$ cat config.mk
export PLATFORM = sky130hd
export DESIGN_NAME = fwft_unpacker
export DESIGN_NICKNAME = d
export VERILOG_FILES = /design/src/rtl/fwft_unpacker_pkg.sv /design/src/rtl/unpack_slice_mux.sv /design/src/rtl/fwft_unpacker.sv
export SDC_FILE = /design/constraint.sdc
export NUM_CORES = 1
export LEC_CHECK = 0
export CORE_ASPECT_RATIO = 2
export CORE_UTILIZATION = 40
export CTS_CLUSTER_DIAMETER = 150
export CTS_CLUSTER_SIZE = 12
export DETAILED_ROUTE_END_ITERATION = 16
export GPL_TIMING_DRIVEN = 0
export PLACE_DENSITY = 0.76
export SYNTH_ARGS = -nofsm -noshare
export SYNTH_HDL_FRONTEND = slang
export SYNTH_SLANG_ARGS = --single-unit
$ cat constraint.sdc
create_clock -name clk -period 2.3 [get_ports clk]
set_input_delay 0.46 -clock clk [delete_from_list [all_inputs] [get_ports clk]]
set_output_delay 0.46 -clock clk [all_outputs]
set_load 0.02 [all_outputs]
$ cat src/rtl/fwft_unpacker_pkg.sv
// Shared types and helpers for the FWFT word-to-beat unpacker.
// State encoding is fixed so it can be probed by number in waveforms.
package fwft_unpacker_pkg;

  typedef enum logic [1:0] {
    IDLE  = 2'd0,
    RUN   = 2'd1,
    DRAIN = 2'd2,
    DONE  = 2'd3
  } state_t;

  // Ceiling log2, usable in parameter expressions.
  function automatic int clog2(input int value);
    int r;
    r = 0;
    for (int v = value - 1; v > 0; v = v >> 1) r++;
    return r;
  endfunction

endpackage

$ cat src/rtl/unpack_slice_mux.sv
// Selects one OUT_WIDTH slice of a wide word by index; pure combinational.
// Out-of-range indices return zero, so RATIO need not be a power of two.
module unpack_slice_mux
  import fwft_unpacker_pkg::*;
#(
  parameter int IN_WIDTH  = 64,
  parameter int OUT_WIDTH = 16,
  parameter int SEL_WIDTH = (clog2(IN_WIDTH / OUT_WIDTH) > 0) ? clog2(IN_WIDTH / OUT_WIDTH) : 1
) (
  input  logic [IN_WIDTH-1:0]  word,
  input  logic [SEL_WIDTH-1:0] sel,
  output logic [OUT_WIDTH-1:0] slice
);

  localparam int RATIO = IN_WIDTH / OUT_WIDTH;

  // NOTE: every output of an always_comb gets a default first; a path that
  // leaves it unassigned would infer a latch.
  always_comb begin
    slice = '0;
    for (int i = 0; i < RATIO; i++) begin
      if (sel == SEL_WIDTH'(i)) slice = word[i*OUT_WIDTH +: OUT_WIDTH];
    end
  end

endmodule

$ cat src/rtl/fwft_unpacker.sv
// Pulls wide words from a first-word-fall-through FIFO head and emits a
// counted burst of narrow beats, LSB slice first, on a valid/ready stream.
module fwft_unpacker
  import fwft_unpacker_pkg::*;
#(
  parameter int IN_WIDTH  = 64,
  parameter int OUT_WIDTH = 16,
  parameter int CNT_WIDTH = 16
) (
  input  logic                 clk,
  input  logic                 rst_n,
  input  logic                 Reset,
  input  logic                 start,
  input  logic [CNT_WIDTH-1:0] cfg_num,
  output logic                 busy,
  output logic                 done,
  input  logic [IN_WIDTH-1:0]  fifo_dout,
  input  logic                 fifo_empty,
  output logic                 fifo_pop,
  output logic [OUT_WIDTH-1:0] out_data,
  output logic                 out_vld,
  output logic                 out_last,
  input  logic                 out_rdy
);

  localparam int RATIO   = IN_WIDTH / OUT_WIDTH;
  localparam int SLICE_W = (clog2(RATIO) > 0) ? clog2(RATIO) : 1;
  localparam logic [SLICE_W-1:0] LAST_SLICE = SLICE_W'(RATIO - 1);

  state_t               state, state_nxt;
  logic [CNT_WIDTH-1:0] remain;
  logic [SLICE_W-1:0]   slice;
  logic                 drain_pend;
  logic [OUT_WIDTH-1:0] head_slice;
  logic                 load, last_acc, drain_pop, last_load;

  unpack_slice_mux #(
    .IN_WIDTH (IN_WIDTH),
    .OUT_WIDTH(OUT_WIDTH),
    .SEL_WIDTH(SLICE_W)
  ) u_mux (
    .word (fifo_dout),
    .sel  (slice),
    .slice(head_slice)
  );

  always_comb begin
    load      = (state == RUN) && (!out_vld || out_rdy) && !fifo_empty && (remain != '0);
    last_load = load && (remain == CNT_WIDTH'(1));
    last_acc  = out_vld && out_rdy && out_last;
    drain_pop = (state == DRAIN) && drain_pend && !fifo_empty;
    // A synchronous clear abandons the burst, so the head word must survive it.
    fifo_pop  = !Reset && ((load && slice == LAST_SLICE) || drain_pop);
    busy      = (state == RUN) || (state == DRAIN);
    done      = (state == DONE);
    state_nxt = state;
    case (state)
      IDLE:    if (start) state_nxt = (cfg_num == '0) ? DONE : RUN;
      RUN:     if (last_load && slice != LAST_SLICE) state_nxt = DRAIN;
               else if (last_acc) state_nxt = DONE;
      DRAIN:   if ((!drain_pend || drain_pop) && (!out_vld || last_acc)) state_nxt = DONE;
      DONE:    state_nxt = IDLE;
      default: state_nxt = IDLE;
    endcase
  end

  // NOTE: sequential state uses non-blocking assignments so every register
  // samples pre-edge values regardless of process ordering.
  always_ff @(posedge clk or negedge rst_n) begin
    if (!rst_n) begin
      state <= IDLE;  remain <= '0;  slice <= '0;  drain_pend <= 1'b0;
      out_data <= '0; out_vld <= 1'b0; out_last <= 1'b0;
    end else if (Reset) begin
      state <= IDLE;  remain <= '0;  slice <= '0;  drain_pend <= 1'b0;
      out_data <= '0; out_vld <= 1'b0; out_last <= 1'b0;
    end else begin
      state <= state_nxt;
      if (state == IDLE && start && cfg_num != '0) begin
        remain <= cfg_num;
        slice  <= '0;
      end
      if (load) begin
        out_data <= head_slice;
        out_vld  <= 1'b1;
        out_last <= (remain == CNT_WIDTH'(1));
        remain   <= remain - CNT_WIDTH'(1);
        slice    <= (slice == LAST_SLICE) ? '0 : slice + SLICE_W'(1);
      end else if (out_rdy) begin
        out_vld  <= 1'b0;
        out_last <= 1'b0;
      end
      // A burst ending mid-word leaves the partial word at the head to discard.
      if (last_load && slice != LAST_SLICE) drain_pend <= 1'b1;
      else if (drain_pop)                   drain_pend <= 1'b0;
    end
  end

endmodule
Word level (Yosys, flattened, before mapping):

Cells that the tools add are included.

* equal/unequal tests: 11
* reductions and logical operators: 33
* multiplexer cells: 28
* add/subtract/negate cells: 2

Operators with widths (number)
* 2-to-1 mux 16 bit: 9
* nonzero test 16 bit: 2
* 2-to-1 mux 2 bit: 10
* equality test 16 x 1 -> 1 bit, second input constant: 1
* logical NOT 16 bit: 1
* subtractor 16 x 1 -> 16 bit, second input constant: 1
* logical AND 1 bit: 14
* nonzero test 3 bit: 3
* equality test 2 bit, second input constant: 4
* 2-to-1 mux 1 bit: 8
* case mux 2 bit (4 select lines): 1
* logical OR 1 bit: 5
* equality test 2 x 1 -> 1 bit, second input constant: 2
* logical NOT 1 bit: 4
* logical NOT 2 bit: 2
* inequality test 4 x 3 -> 1 bit, second input constant: 1
* inequality test 3 x 2 -> 1 bit, second input constant: 1
* inequality test 3 bit, second input constant: 1
* AND reduction 3 bit: 1
* adder 2 x 1 -> 2 bit, second input constant: 1
* inequality test 2 bit, second input constant: 1
* nonzero test 2 bit: 1

* output and inout bits: 21
* word-level logic and storage cells: 81
* input bits: 86
* register bits after elaboration: 39

Depth between registers and ports, before layout:

* word-level depth: 10
* gate-level depth with buffers: 9
* gate-level depth less buffers: 7

Cells and area by module:

A second synthesis with hierarchy kept.

* cell total of the unflattened synthesis: 281
* area total of the unflattened synthesis: 2781.4 um^2

Modules (own cells, without submodules)
* fwft_unpacker: cells each 261, area each 2357.3 um^2, times used 1, seq. area each 975.9 um^2
* unpack_slice_mux: cells each 20, area each 424.2 um^2, times used 1, seq. area each 0.0 um^2

Worst setup path before layout:

No wires, ideal clock.

* kind: register to output
* from: register state[1]
* to: output port fifo_pop
* arrival: 2107 ps
* path buffers: 2
* stages on the path, launching flop included: 10
* required time: 1840 ps
* slack: -267 ps
* path through: dfrtp_1 inv_1 ha_1 nand2b_1 or2_2 clkbuf_1 nor2_1 buf_2 a32oi_1 nor2_1

* word-level cells in the longest chain between the ends: 7
* elaborated cells between the ends (all ways): 10
* classes of those cells: eq/ne: 2; reduce/logical: 8

Ends and longest elaborated chain
* start: declaration: RTL line fwft_unpacker.sv:30 `state_t state, state_nxt;`
* start signal: assignment: RTL line fwft_unpacker.sv:77 `state <= state_nxt;`
* equality test 2 x 1 -> 1 bit: RTL line fwft_unpacker.sv:48 `load = (state == RUN) && (!out_vld || out_rdy) && !fifo_empty && (remain != '0);`
* logical AND 1 bit (3 in a row): RTL line fwft_unpacker.sv:48
* logical AND 1 bit: RTL line fwft_unpacker.sv:53 `fifo_pop = !Reset && ((load && slice == LAST_SLICE) || drain_pop);`
* logical OR 1 bit *: RTL line fwft_unpacker.sv:53
* logical AND 1 bit *: RTL line fwft_unpacker.sv:53
* end: declaration: RTL line fwft_unpacker.sv:19 `output logic fifo_pop,`

Mark *: on every way between the ends. The rest lies on a longest branch, timed or not.

Final worst setup path:

* from: register remain[0]
* to: output port fifo_pop

* word-level cells in the longest chain between the ends: 5

Ends and longest elaborated chain
* start: declaration: RTL line fwft_unpacker.sv:31 `logic [CNT_WIDTH-1:0] remain;`
* start signal: assignment: RTL line fwft_unpacker.sv:79 `remain <= cfg_num;`
* start signal: assignment: RTL line fwft_unpacker.sv:86 `remain <= remain - CNT_WIDTH'(1);`
* nonzero test 16 bit: RTL line fwft_unpacker.sv:48
* logical AND 1 bit: RTL line fwft_unpacker.sv:48
* logical AND 1 bit: RTL line fwft_unpacker.sv:53
* logical OR 1 bit: RTL line fwft_unpacker.sv:53
* logical AND 1 bit: RTL line fwft_unpacker.sv:53

Every way passes these cells.

==> results.sh <==
export IMPL_area_growth_pct=65.83
export IMPL_place_hpwl_mm=7.547
export IMPL_cts_sinks=39
export IMPL_drive_gt1_share_pct=17.54
export IMPL_yosysMostFrequentCell="nor2_1"
export IMPL_finalMaxSlewViolations=0
export IMPL_synth_edff_count=0
export IMPL_vias=3253
export IMPL_cp_data_arrival_time_ns=2.24
export IMPL_cts_root_buf="clkbuf_16"
export IMPL_clkPwrFrac_pct=21.2
export IMPL_dr_pass1_iters=4
export IMPL_worstSkewPairLatency_ns=0.29
export IMPL_rsz0062_at_grt="true"
export IMPL_relSlewSlack_pct=57.33
export IMPL_detail_route_vias_per_cell=6.002
export IMPL_ir_drop_v=0.0003826
export IMPL_timing_hold_ws_ns=0.04500
export IMPL_crit_required_ns=1.84
export IMPL_fin_ws_ns=-0.4046
export IMPL_fin_total_pwr_w=0.004305
export IMPL_synth_area_per_cell_um2=8.363
export IMPL_synth_top_area_cell="dfrtp_1"
export IMPL_syn_cell_area_mm2=0.002676
export IMPL_regToRegEndpoint="remain[15]"
export IMPL_max_cap_viol_count=0
export IMPL_cp_start_kind="register"
export IMPL_synth_cells=320
export IMPL_core_area_mm2=0.006361
export IMPL_cts_max_level=2
export IMPL_worst_r2r_cell_count=6
export IMPL_die_w_um=59.84
export IMPL_tightest_slew_ns=0.6400
export IMPL_row_count=41
export IMPL_worst_r2r_setup_slack_ns=-0.28
export IMPL_setup_viol=6
export IMPL_grt_overflow=0
export IMPL_fp_dieH_um=117.7
export IMPL_antenna_left=0
export IMPL_drc=0
export IMPL_p_switching_w=0.001761
export IMPL_antenna_found_initial=0
export IMPL_hp_class="in2async"
export IMPL_synth_main_ff_cell="dfrtp_1"
export IMPL_synthTopCellsByArea="dfrtp_1 36%, nor2_1 7.3%, nor3_1 6.4%, a211oi_1 6.2%, ha_1 5.1%"
export IMPL_grt_max_degree=31
export IMPL_syn_nets=417
export IMPL_p_int_w=0.002544
export IMPL_outcome="finished with violations"
export IMPL_cts_tree="built"
export IMPL_start_util_pct=42.07
export IMPL_boundaryPins=107
export IMPL_clkTransAtPathRegs_ns=0.06
export IMPL_async_flop_share_pct=100.0
export IMPL_post_drt_wl_per_cell_um=19.51
export IMPL_nets=552
export IMPL_hold_viol=0
export IMPL_drt_iter0_drc=226
export IMPL_post_route_min_period_ns=2.705
export IMPL_yosysSeqAreaShare_pct=36.47
export IMPL_max_freq_ghz=0.3697
export IMPL_fp_dieArea_mm2=0.007042
export IMPL_r2r_start="remain[0]"
export IMPL_p_per_area_mw_per_mm2=970.1
export IMPL_p_leak_nw=1.757
export IMPL_port_buffers=106
export IMPL_yosysWarnings=0
export IMPL_yosys_register_bits=39
export IMPL_post_route_period_util_pct=117.6
export IMPL_ys_types=48
export IMPL_diodes=0
export IMPL_track_usage_pct=30.93
export IMPL_synth_common_cells="52 x nor2_1, 39 x dfrtp_1, 34 x nor3_1"
export IMPL_clock_skew_ns=0.006512
export IMPL_seq_power_share_pct=24.8
export IMPL_crit_type="reg2out"
export IMPL_violations="negative setup slack"
export IMPL_clk_path_buf_depth=2
export IMPL_cp_end_kind="output pin"
export IMPL_place_gp_congestion=0.9554
export IMPL_yosysTopAreaCellShare_pct=36.47
export IMPL_totalWireLength_mm=10.57
export IMPL_power_frac_comb_pct=54.0
export IMPL_switching_share_pct=40.91
export IMPL_numCtsBuffers=5
export IMPL_worstPathMaxFanout=3
export IMPL_grt_first_pass_wirelength_mm=16.42
export IMPL_grt_pass1_vias=3379
cell type report:
cell class	count	area (um2)
Buffer	18	90.09
Clock buffer	6	128.9
Clock inverter	2	60.06
Fill cell	531	1923
Inverter	14	52.55
Multi-Input combinational cell	246	1755
Sequential cell	39	977.2
Tap cell	86	107.6
Timing Repair Buffer	131	1266
cell families after synthesis:
| group | synth area share [%] |
|---|---|
| buffers and inverters | 4.955 |
| adder cells (fa/ha/maj) | 5.143 |
| AO/OA/AOI/OAI | 25.90 |
| multiplexers | 0.3740 |
| AND/OR/NAND/NOR | 27.16 |
| flip-flops | 36.47 |
worst max-delay path: stages, from the launching register on:
cell and delay [ns]:
dfrtp_1 0.40, inv_2 0.09, ha_4 0.15, or3b_4 0.41
nor4_4 0.36, nor2_4 0.06, buf_6 0.12, a32oi_2 0.15
nor2_2 0.06, buf_6 0.14
cell usage in the layout, fill, tap and decap left out, types with 6 or more instances in the layout:
master,netlist,routed
clkdlybuf4s50_1,0,101
nor2_1,52,48
dfrtp_1,39,38
nor3_1,34,34
buf_4,0,22
a211oi_1,22,21
nand2_1,17,17
a221oi_1,15,15
inv_1,13,11
clkbuf_1,18,11
a21oi_1,11,10
ha_1,11,10
o21ai_0,8,7
a31oi_1,6,6
power groups by stage:
stage	logic (W)	registers (W)	clock network [W]
6_report	0.00232	0.00107	0.000913
5_1_grt	0.00247	0.00109	0.000943
4_1_cts	0.00207	0.00103	0.000914
3_5_place_dp	0.00185	0.00105	0
3_3_place_gp	0.00183	0.00104	0
2_1_floorplan	0.00111	0.00110	0
state kept, by name, summed over array words and instances (netlist names):
| signal | cells |
|---|---|
| drain_pend | 1 |
| out_data | 16 |
| out_last | 1 |
| out_vld | 1 |
| remain | 16 |
| slice | 2 |
| state | 2 |
per-layer routing:
| metal | up-vias | wire (um) | global-route usage (%) |
|---|---|---|---|
| li1 | 1499 | - | - |
| met1 | 1562 | 3495 | 29.55 |
| met2 | 151 | 5981 | 55.97 |
| met3 | 41 | 526 | 5.714 |
| met4 | 0 | 570 | 20.06 |
| met5 | - | 0 | 0 |
how the worst max path moves through the flow:
stage,startpoint,cells after the start,endpoint
after CTS,remain[0],9,fifo_pop
after global placement,cfg_num[3],6,remain[5]
after floorplan,remain[4],6,fifo_pop
final,remain[0],9,fifo_pop
after detailed placement,cfg_num[3],6,remain[5]
after global routing,state[1],7,remain[15]
per-stage QoR:
step | setup TNS (ns) | area [um2] | std cells | setup slack, ns | util, %
final | -1.002 | 4438 | 542 | -0.4046 | 69.77
after detailed placement | -28.45 | 3879 | 513 | -1.359 | 60.98
after global placement | -39.89 | 3864 | 512 | -1.490 | 60.74
after global routing | -3.344 | 4438 | 542 | -0.4746 | 69.77
after CTS | -3.707 | 4295 | 535 | -0.3341 | 67.53
after floorplan | -0.02552 | 2695 | 320 | -0.02552 | -
timing repair:
action                                  4_1_cts  5_1_grt
endpoints found under the setup margin       38       36
pin swaps                                     6        5
cloned                                        0        1
setup buffers                                15        9
hold buffers                                  0        0
resized for setup                            32       28
No activity file was read; power rests on OpenSTA's default activity.
